## config.mk

```make
export PLATFORM = sky130hd
export DESIGN_NAME = pc_sequencer
export DESIGN_NICKNAME = d
export VERILOG_FILES = /design/src/rtl/mips_lite_pkg.sv /design/src/rtl/pc_target_mux.sv /design/src/rtl/pc_sequencer.sv
export SDC_FILE = /design/constraint.sdc
export NUM_CORES = 1
export LEC_CHECK = 0
export BUFFER_PORTS_ARGS = -buffer_cell sky130_fd_sc_hd__buf_2
export CAP_MARGIN = 15
export CORE_MARGIN = 5
export CORE_UTILIZATION = 40
export DETAILED_ROUTE_END_ITERATION = 12
export HOLD_SLACK_MARGIN = 0.06
export PLACE_DENSITY = 0.71
export SLEW_MARGIN = 20
export SYNTH_ARGS = -nofsm -noshare
export SYNTH_HDL_FRONTEND = slang
export SYNTH_SLANG_ARGS = --single-unit
```

## constraint.sdc

```tcl
create_clock -name clk -period 4 [get_ports clk]
set_clock_uncertainty 0.15 [all_clocks]
set_input_delay 0.8 -clock clk [delete_from_list [all_inputs] [get_ports clk]]
set_output_delay 0.8 -clock clk [all_outputs]
set_load 0.02 [all_outputs]
```

## src/rtl/mips_lite_pkg.sv

```systemverilog
// Shared definitions for the mips_lite pipeline: opcodes, sequencer states, reset vector.
package mips_lite_pkg;

    localparam logic [5:0] OP_J      = 6'd2;
    localparam logic [5:0] OP_BEQ    = 6'd4;
    localparam logic [5:0] OP_ORI    = 6'd13;
    localparam logic [5:0] OP_JSPAL  = 6'd19;
    localparam logic [5:0] OP_BALN   = 6'd27;
    localparam logic [5:0] OP_BLTZAL = 6'd34;
    localparam logic [5:0] OP_LW     = 6'd35;
    localparam logic [5:0] OP_SW     = 6'd43;

    localparam logic [31:0] DEFAULT_RESET_PC = 32'h0000_0000;

    typedef enum logic [1:0] {
        BOOT = 2'd0,
        RUN  = 2'd1,
        HOLD = 2'd2
    } seq_state_t;

endpackage

```

## src/rtl/pc_target_mux.sv

```systemverilog
// Next-PC selection: evaluates taken conditions and picks the target by priority
// jump > jspal > taken branch > sequential.
module pc_target_mux
    import mips_lite_pkg::*;
(
    input  logic [31:0] pc,
    input  logic        branch,
    input  logic        jump,
    input  logic        bltzal,
    input  logic        jspal,
    input  logic        baln,
    input  logic        alu_zero,
    input  logic        alu_neg,
    input  logic        flag_n,
    input  logic [31:0] sext_imm,
    input  logic [25:0] jtarget,
    input  logic [31:0] jsp_target,
    output logic [31:0] pc_plus4,
    output logic [31:0] next_pc,
    output logic        take_redirect,
    output logic        jsp_misaligned
);

    logic [31:0] branch_target;
    logic        branch_taken;

    // Target arithmetic and priority select; redirect follows the selected path, not the value.
    always_comb begin
        pc_plus4       = pc + 32'd4;
        branch_target  = pc_plus4 + (sext_imm << 2);
        branch_taken   = (branch & alu_zero) | (bltzal & alu_neg) | (baln & flag_n);
        next_pc        = pc_plus4;
        take_redirect  = 1'b0;
        jsp_misaligned = 1'b0;
        if (jump) begin
            next_pc       = {pc_plus4[31:28], jtarget, 2'b00};
            take_redirect = 1'b1;
        end else if (jspal) begin
            next_pc        = {jsp_target[31:2], 2'b00};
            take_redirect  = 1'b1;
            jsp_misaligned = |jsp_target[1:0];
        end else if (branch_taken) begin
            next_pc       = branch_target;
            take_redirect = 1'b1;
        end
    end

endmodule

```

## src/rtl/pc_sequencer.sv

```systemverilog
// Program-counter stage: holds PC, sticky N flag, retire counter and alignment error,
// committing one instruction per cycle when fetch is valid and not stalled.
module pc_sequencer
    import mips_lite_pkg::*;
#(
    parameter logic [31:0] RESET_PC = DEFAULT_RESET_PC,
    parameter int          CNT_W    = 32
) (
    input  logic             clk,
    input  logic             reset,
    input  logic             imem_valid,
    input  logic             stall,
    input  logic             branch,
    input  logic             jump,
    input  logic             bltzal,
    input  logic             jspal,
    input  logic             baln,
    input  logic             alu_zero,
    input  logic             alu_neg,
    input  logic             flag_we,
    input  logic             flag_n_in,
    input  logic [31:0]      sext_imm,
    input  logic [25:0]      jtarget,
    input  logic [31:0]      jsp_target,
    output logic [31:0]      pc,
    output logic [31:0]      pc_plus4,
    output logic [31:0]      link_addr,
    output logic             link_we,
    output logic             flag_n,
    output logic             retire,
    output logic             redirect,
    output logic [CNT_W-1:0] retired_cnt,
    output logic             align_err
);

    seq_state_t  state;
    seq_state_t  next_state;
    logic        commit;
    logic [31:0] next_pc;
    logic        take_redirect;
    logic        jsp_misaligned;

    pc_target_mux u_target_mux (
        .pc             (pc),
        .branch         (branch),
        .jump           (jump),
        .bltzal         (bltzal),
        .jspal          (jspal),
        .baln           (baln),
        .alu_zero       (alu_zero),
        .alu_neg        (alu_neg),
        .flag_n         (flag_n),
        .sext_imm       (sext_imm),
        .jtarget        (jtarget),
        .jsp_target     (jsp_target),
        .pc_plus4       (pc_plus4),
        .next_pc        (next_pc),
        .take_redirect  (take_redirect),
        .jsp_misaligned (jsp_misaligned)
    );

    // State register; reset parks the sequencer in BOOT.
    always_ff @(posedge clk or posedge reset) begin
        if (reset) begin
            state <= BOOT;
        end else begin
            state <= next_state;
        end
    end

    // Next-state and commit decode; leaving HOLD may commit in the same cycle.
    always_comb begin
        next_state = state;
        commit     = 1'b0;
        case (state)
            BOOT: begin
                next_state = RUN;
            end
            RUN: begin
                commit = imem_valid & ~stall;
                if (stall) begin
                    next_state = HOLD;
                end
            end
            HOLD: begin
                commit = imem_valid & ~stall;
                if (!stall) begin
                    next_state = RUN;
                end
            end
            default: begin
                next_state = BOOT;
            end
        endcase
    end

    // Architectural registers update only on a commit edge.
    always_ff @(posedge clk or posedge reset) begin
        if (reset) begin
            pc          <= RESET_PC;
            flag_n      <= 1'b0;
            retired_cnt <= '0;
            align_err   <= 1'b0;
        end else if (commit) begin
            pc          <= next_pc;
            retired_cnt <= retired_cnt + {{(CNT_W-1){1'b0}}, 1'b1};
            if (flag_we) begin
                flag_n <= flag_n_in;
            end
            if (jsp_misaligned) begin
                align_err <= 1'b1;
            end
        end
    end

    // Commit-cycle strobes; bltzal and baln link whether or not they are taken.
    always_comb begin
        retire    = commit;
        link_we   = commit & (bltzal | baln);
        redirect  = commit & take_redirect;
        link_addr = pc_plus4;
    end

endmodule

```

# --- After elaboration in Yosys (flattened, before gate mapping) ---
# Cells that the tools add are included.
word_totals:
  register_bits: 68
  word_cells: 40
  inputBits: 103
op_classes:
  n_mux: 12
  n_addsub: 3
  n_bitwise: 10
  n_eq_ne: 4
  n_reduce_logical: 6
ops:
  columns: ["op", "n"]
  rows:
  - ["$mux W32", 3]
  - ["$add A32 B1 Y32 const B", 1]
  - ["$add A32 B3 Y32 const B", 1]
  - ["$add A32 B32 Y32", 1]
  - ["$and A1 B1 Y1", 6]
  - ["$mux W1", 6]
  - ["$pmux W2 S3", 1]
  - ["$reduce_and A2 Y1", 3]
  - ["$mux W2", 2]
  - ["$ne A2 B2 Y1 const B", 2]
  - ["$reduce_or A2 Y1", 2]
  - ["$or A1 B1 Y1", 3]
  - ["$eq A2 B1 Y1 const B", 1]
  - ["$eq A2 B2 Y1 const B", 1]
  - ["$logic_not A2 Y1", 1]
  - ["$not A1 Y1", 1]

# --- Longest topological paths before layout ---
depth:
  ltp_word: 7
  ltp_mapped: 18

# --- Cells and area by module ---
# From an unflattened synthesis, not the netlist that was laid out.
unflattened:
  cells_unflattened: 779
  hier_area_um2: 6137.1
modules_own_cells:
  columns: ["module", "n_inst", "seq_area_each_um2", "cells_per_inst", "area_each_um2"]
  rows:
  - ["pc_sequencer", 1, 1701.6, 315, 3136.8]
  - ["pc_target_mux", 1, 0.0, 464, 3000.4]

# --- Least setup slack after synthesis ---
# Ideal clock, no wire load.
synth_path:
  kind: "reg-to-reg"
  startpoint: "register pc[2]"
  endpoint: "register pc[31]"
  n_path_buf: 1
  arrival_ps: 4331
  stages_incl_launch_ff: 19
  slack_ps: -559
  cell_sequence: "dfrtp_1 -> ha_1 -> nand3_1 -> nor2_1 -> and3_1 -> nand4_1 -> xnor2_1 -> ha_1 -> buf_2 -> a21oi_2 -> o221ai_1 -> a221o_1 -> a221oi_1 -> o21ai_1 -> o211a_1 -> o21a_1 -> nor3_1 -> mux2_1 -> a21oi_1"
synth_via:
  elab_chain_len: 5
synth_lines:
  columns: ["item", "line", "text"]
  rows:
  - ["start: declaration", "pc_sequencer.sv:25", "output logic [31:0] pc,"]
  - ["start signal: assignment", "pc_sequencer.sv:105", "pc <= next_pc;"]
  - ["$add A32 B3 Y32", "pc_target_mux.sv:29", "pc_plus4 = pc + 32'd4;"]
  - ["via link_addr[18]", "pc_sequencer.sv:27", "output logic [31:0] link_addr,"]
  - ["$add A32 B32 Y32", "pc_target_mux.sv:30", "branch_target = pc_plus4 + (sext_imm << 2);"]
  - ["$mux W32", "pc_target_mux.sv:42", "end else if (branch_taken) begin"]
  - ["$mux W32", "pc_target_mux.sv:38", "end else if (jspal) begin"]
  - ["$mux W32", "pc_target_mux.sv:35", "if (jump) begin"]
# The timed path passes the listed nets, and every way through them passes these cells.
# A chain may end at the register's enable or synchronous reset.

# --- Worst setup path after layout ---
layout_path:
  startpoint: "register pc[2]"
  endpoint: "register pc[31]"
layout_via:
  elab_chain_len: 5
layout_lines:
  columns: ["item", "line"]
  rows:
  - ["$add A32 B3 Y32 (*)", "pc_target_mux.sv:29"]
  - ["$add A32 B32 Y32", "pc_target_mux.sv:30"]
  - ["$mux W32", "pc_target_mux.sv:42"]
  - ["$mux W32", "pc_target_mux.sv:38"]
  - ["$mux W32 (*)", "pc_target_mux.sv:35"]
# Mark *: on every way between the ends. The rest lies on a longest branch, timed or not.

==> impl_metrics.tcl <==
set metrics [dict create \
    grt_pass1_wl_um 31700 \
    routabilityCongestion 0.938 \
    ioPinCount 236 \
    syn-cell-area_mm2 0.00582 \
    power.ir.vdd_worst_mv 0.386 \
    clock_latency_ns 0.34 \
    crit_cells 17 \
    maxSlewViolCount 0 \
    initialDrtViolationCount 414 \
    crit_path_end_kind "flip-flop" \
    rsz0062_at_grt "yes" \
    dieArea_mm2 0.0171 \
    path_clk_slew_ns 0.06 \
    vias 6275 \
    crit-reg2reg-capture "pc[31]$_DFFE_PP0P_" \
    grt_max_degree 45 \
    drt_first_pass_iters 5 \
    dpl-instance-area_mm2 0.00744 \
    post_drt_wl_per_cell_um 17.8 \
    final_area_mm2 0.00804 \
    nets 1123 \
    h-tree-depth 3 \
    slew_headroom_pct 58.9 \
    die_x_um 131 \
    syn_area_per_cell_um2 8.15 \
    worst-r2r-cell-count 17 \
    synthArstFlopShare_pct 100 \
    via_per_inst 5.37 \
    seq_area_frac_synth_pct 28.4 \
    overflow 0 \
    final_util_pct 55.8 \
    synth_flop_cell "dfrtp_1" \
    antenna_found_initial 1 \
    yosys-top-cells-area "dfrtp_1 (28%), ha_1 (8.6%), xnor2_1 (8.1%)" \
    crit_buf_inv 0 \
    dp_cells 1138 \
    syn_inst 714 \
    area_growth_pct 38.2 \
    cp-start-kind "flip-flop" \
    grt_pass1_vias 6212 \
    yosys.area.top_type "dfrtp_1" \
    crit_family "compound AO/OA/AOI/OAI gates" \
    cts.path.max_buffers 2 \
    status "complete, but fails checks" \
    numCtsBuffers 9 \
    clock_sinks 66 \
    dpl.hpwl_um 15900 \
    fin_cells 1168 \
    cp_max_fo 4 \
    synth.top_cell.area_share_pct 28.4 \
    drtAntennaViolNets 0 \
    hold_viol 0 \
    max_stage_delay_ns 0.40 \
    cts_tree "done" \
    drc 0 \
    diodes 0 \
    start_util_pct 40.3 \
    crit-reg2reg-launch "pc[2]$_DFFE_PP0P_" \
    ys_warn_count 0 \
    synth_edf_count 0 \
    post-route-period-util_pct 100 \
    setup_viol 1 \
    drive_above_1_share_pct 39.1 \
    grt.total_usage_pct 23.6 \
    cts_root_buffer "clkbuf_16" \
    cpMostUsedCell "ha_4" \
    power_leakage_nw 4.13 \
    coreArea_mm2 0.0144 \
    path_cells "ha_4, nand3_4, nor2_4, and3_4, nand4_1, xnor2_2, ha_4, a21oi_4, o221ai_2, a221o_1, a221oi_2, o21ai_2, o211a_1, o21a_1, nor3_2, mux2_4, a21oi_2" \
    ys_seq_elements 66 \
    violations "negative setup slack" \
    slowest_stage "dfrtp_2" \
    hold_buffers 0 \
    min_path_type "flip-flop to flip-flop" \
    worstMarginPinSlew_ns 0.614 \
    critPathLaunch "pc[2]$_DFFE_PP0P_" \
    port_buffers 227 \
    critPathKind "flip-flop to flip-flop" \
    routed_wl_um 20800 \
    worstSetupEndpoint "pc[31]$_DFFE_PP0P_" \
    power_w 0.00610 \
    power_density_mw_per_mm2 759 \
    fin_ws_ns -0.0106 \
    yosys.cell_types.count 64 \
    required_ns 4.12 \
    max_cap_violations 0 \
    chipHeight_um 131 \
    num_rows 44 \
    fmax_mhz 249 \
    arrival_ns 4.13 \
    min_period_ns 4.01 \
    hold_ws_ns 0.324 \
    r2r_slack_ns -0.01 \
]
[metal layers]
metal	part of all wire [%]	vias up	global-route usage, %	routed length (um)
li1	-	3037	-	-
met1	43	2964	30.2	8890
met2	49	244	40.5	10100
met3	7.3	28	5.04	1510
met4	1.3	2	6.17	279
met5	0.034	-	0	7
[cells by family after synthesis]
logic type                 after synthesis  share of synthesized area, %
and+or+nand+nor                        231                          19.1
AOI/OAI and AO/OA                      206                          22.3
xor gates and xnor gates                83                          12.6
buffers and inverters                   81                          7.76
DFF                                     66                          28.4
adders and majority gates               41                          8.95
muxes                                    5                         0.903
other                                    1                        0.0645
[stage by stage]
stage | worst slack, ns | TNS (ns)
2_1_floorplan | -0.125 | -0.125
3_3_place_gp | -0.0343 | -0.0343
3_5_place_dp | -0.117 | -0.140
4_1_cts | 0.00152 | 0
5_1_grt | -0.115 | -0.133
6_report | -0.0106 | -0.0106
[how the worst min path moves through the flow]
stage	slack (ns)	start	cells past startpoint	to
global route	0.35	retired_cnt[14]$_DFFE_PP0P_	1	retired_cnt[14]$_DFFE_PP0P_
finish	0.32	align_err$_DFFE_PP0P_	1	align_err$_DFFE_PP0P_
CTS	0.33	align_err$_DFFE_PP0P_	1	align_err$_DFFE_PP0P_
detailed placement	0.31	align_err$_DFFE_PP0P_	1	align_err$_DFFE_PP0P_
floorplan	0.35	state[0]$_DFFE_PP0P_	1	state[0]$_DFFE_PP0P_
global placement	0.31	align_err$_DFFE_PP0P_	1	align_err$_DFFE_PP0P_
[repair_timing]
| action | in CTS | in global routing |
|---|---|---|
| endpoints found under the setup margin | 3 | 8 |
| gates cloned | 0 | 0 |
| pin swaps | 6 | 24 |
| resized for setup | 4 | 34 |
| setup buffers | 4 | 10 |
[placed cells by master (no fill, tap or decap), drive strengths merged, types with 6 or more instances in the layout]
master,n
buf,309
nand2,78
dfrtp,66
o21ai,56
xnor2,55
nor2,53
a21oi,53
ha,40
nand3,29
xor2,28
inv,21
and3,21
a21o,17
o22ai,12
nand4,11
o211ai,9
clkbuf,9
o21bai,7
and2,7
nor3,7
o21a,6
a211oi,6
conb,6
and4,6
a31oi,6
[flip-flops by register name (all words and copies together) (netlist names)]
signal	cells
state	2
pc	30
retired_cnt	32
flag_n	1
align_err	1
[synthesized netlist by cell type, types with 17 or more instances]
library cell and instances:
nand2_1 77, dfrtp_1 66, o21ai_0 55, xnor2_1 54
nor2_1 53, a21oi_1 52, ha_1 40, buf_4 36
nand3_1 29, xor2_1 28, and3_1 20, inv_1 20
clkbuf_1 18, a21o_1 17
[cell type report]
cell class	instances	area [um2]
clock buffer	9	225
clock inverter	7	77.6
fill	1378	6380
inverter	21	80.1
multi-input combinational	572	4020
sequential	66	1660
tap	184	230
timing repair buffer	309	1760
[power by group]
part	switching [W]	internal, W	total (W)
combinational	0.00246	0.00178	0.00424
clock	0.000325	0.000487	0.000812
sequential	0.000199	0.000856	0.00106
total	0.00298	0.00312	0.00610
No activity file was read; power rests on OpenSTA's default activity.
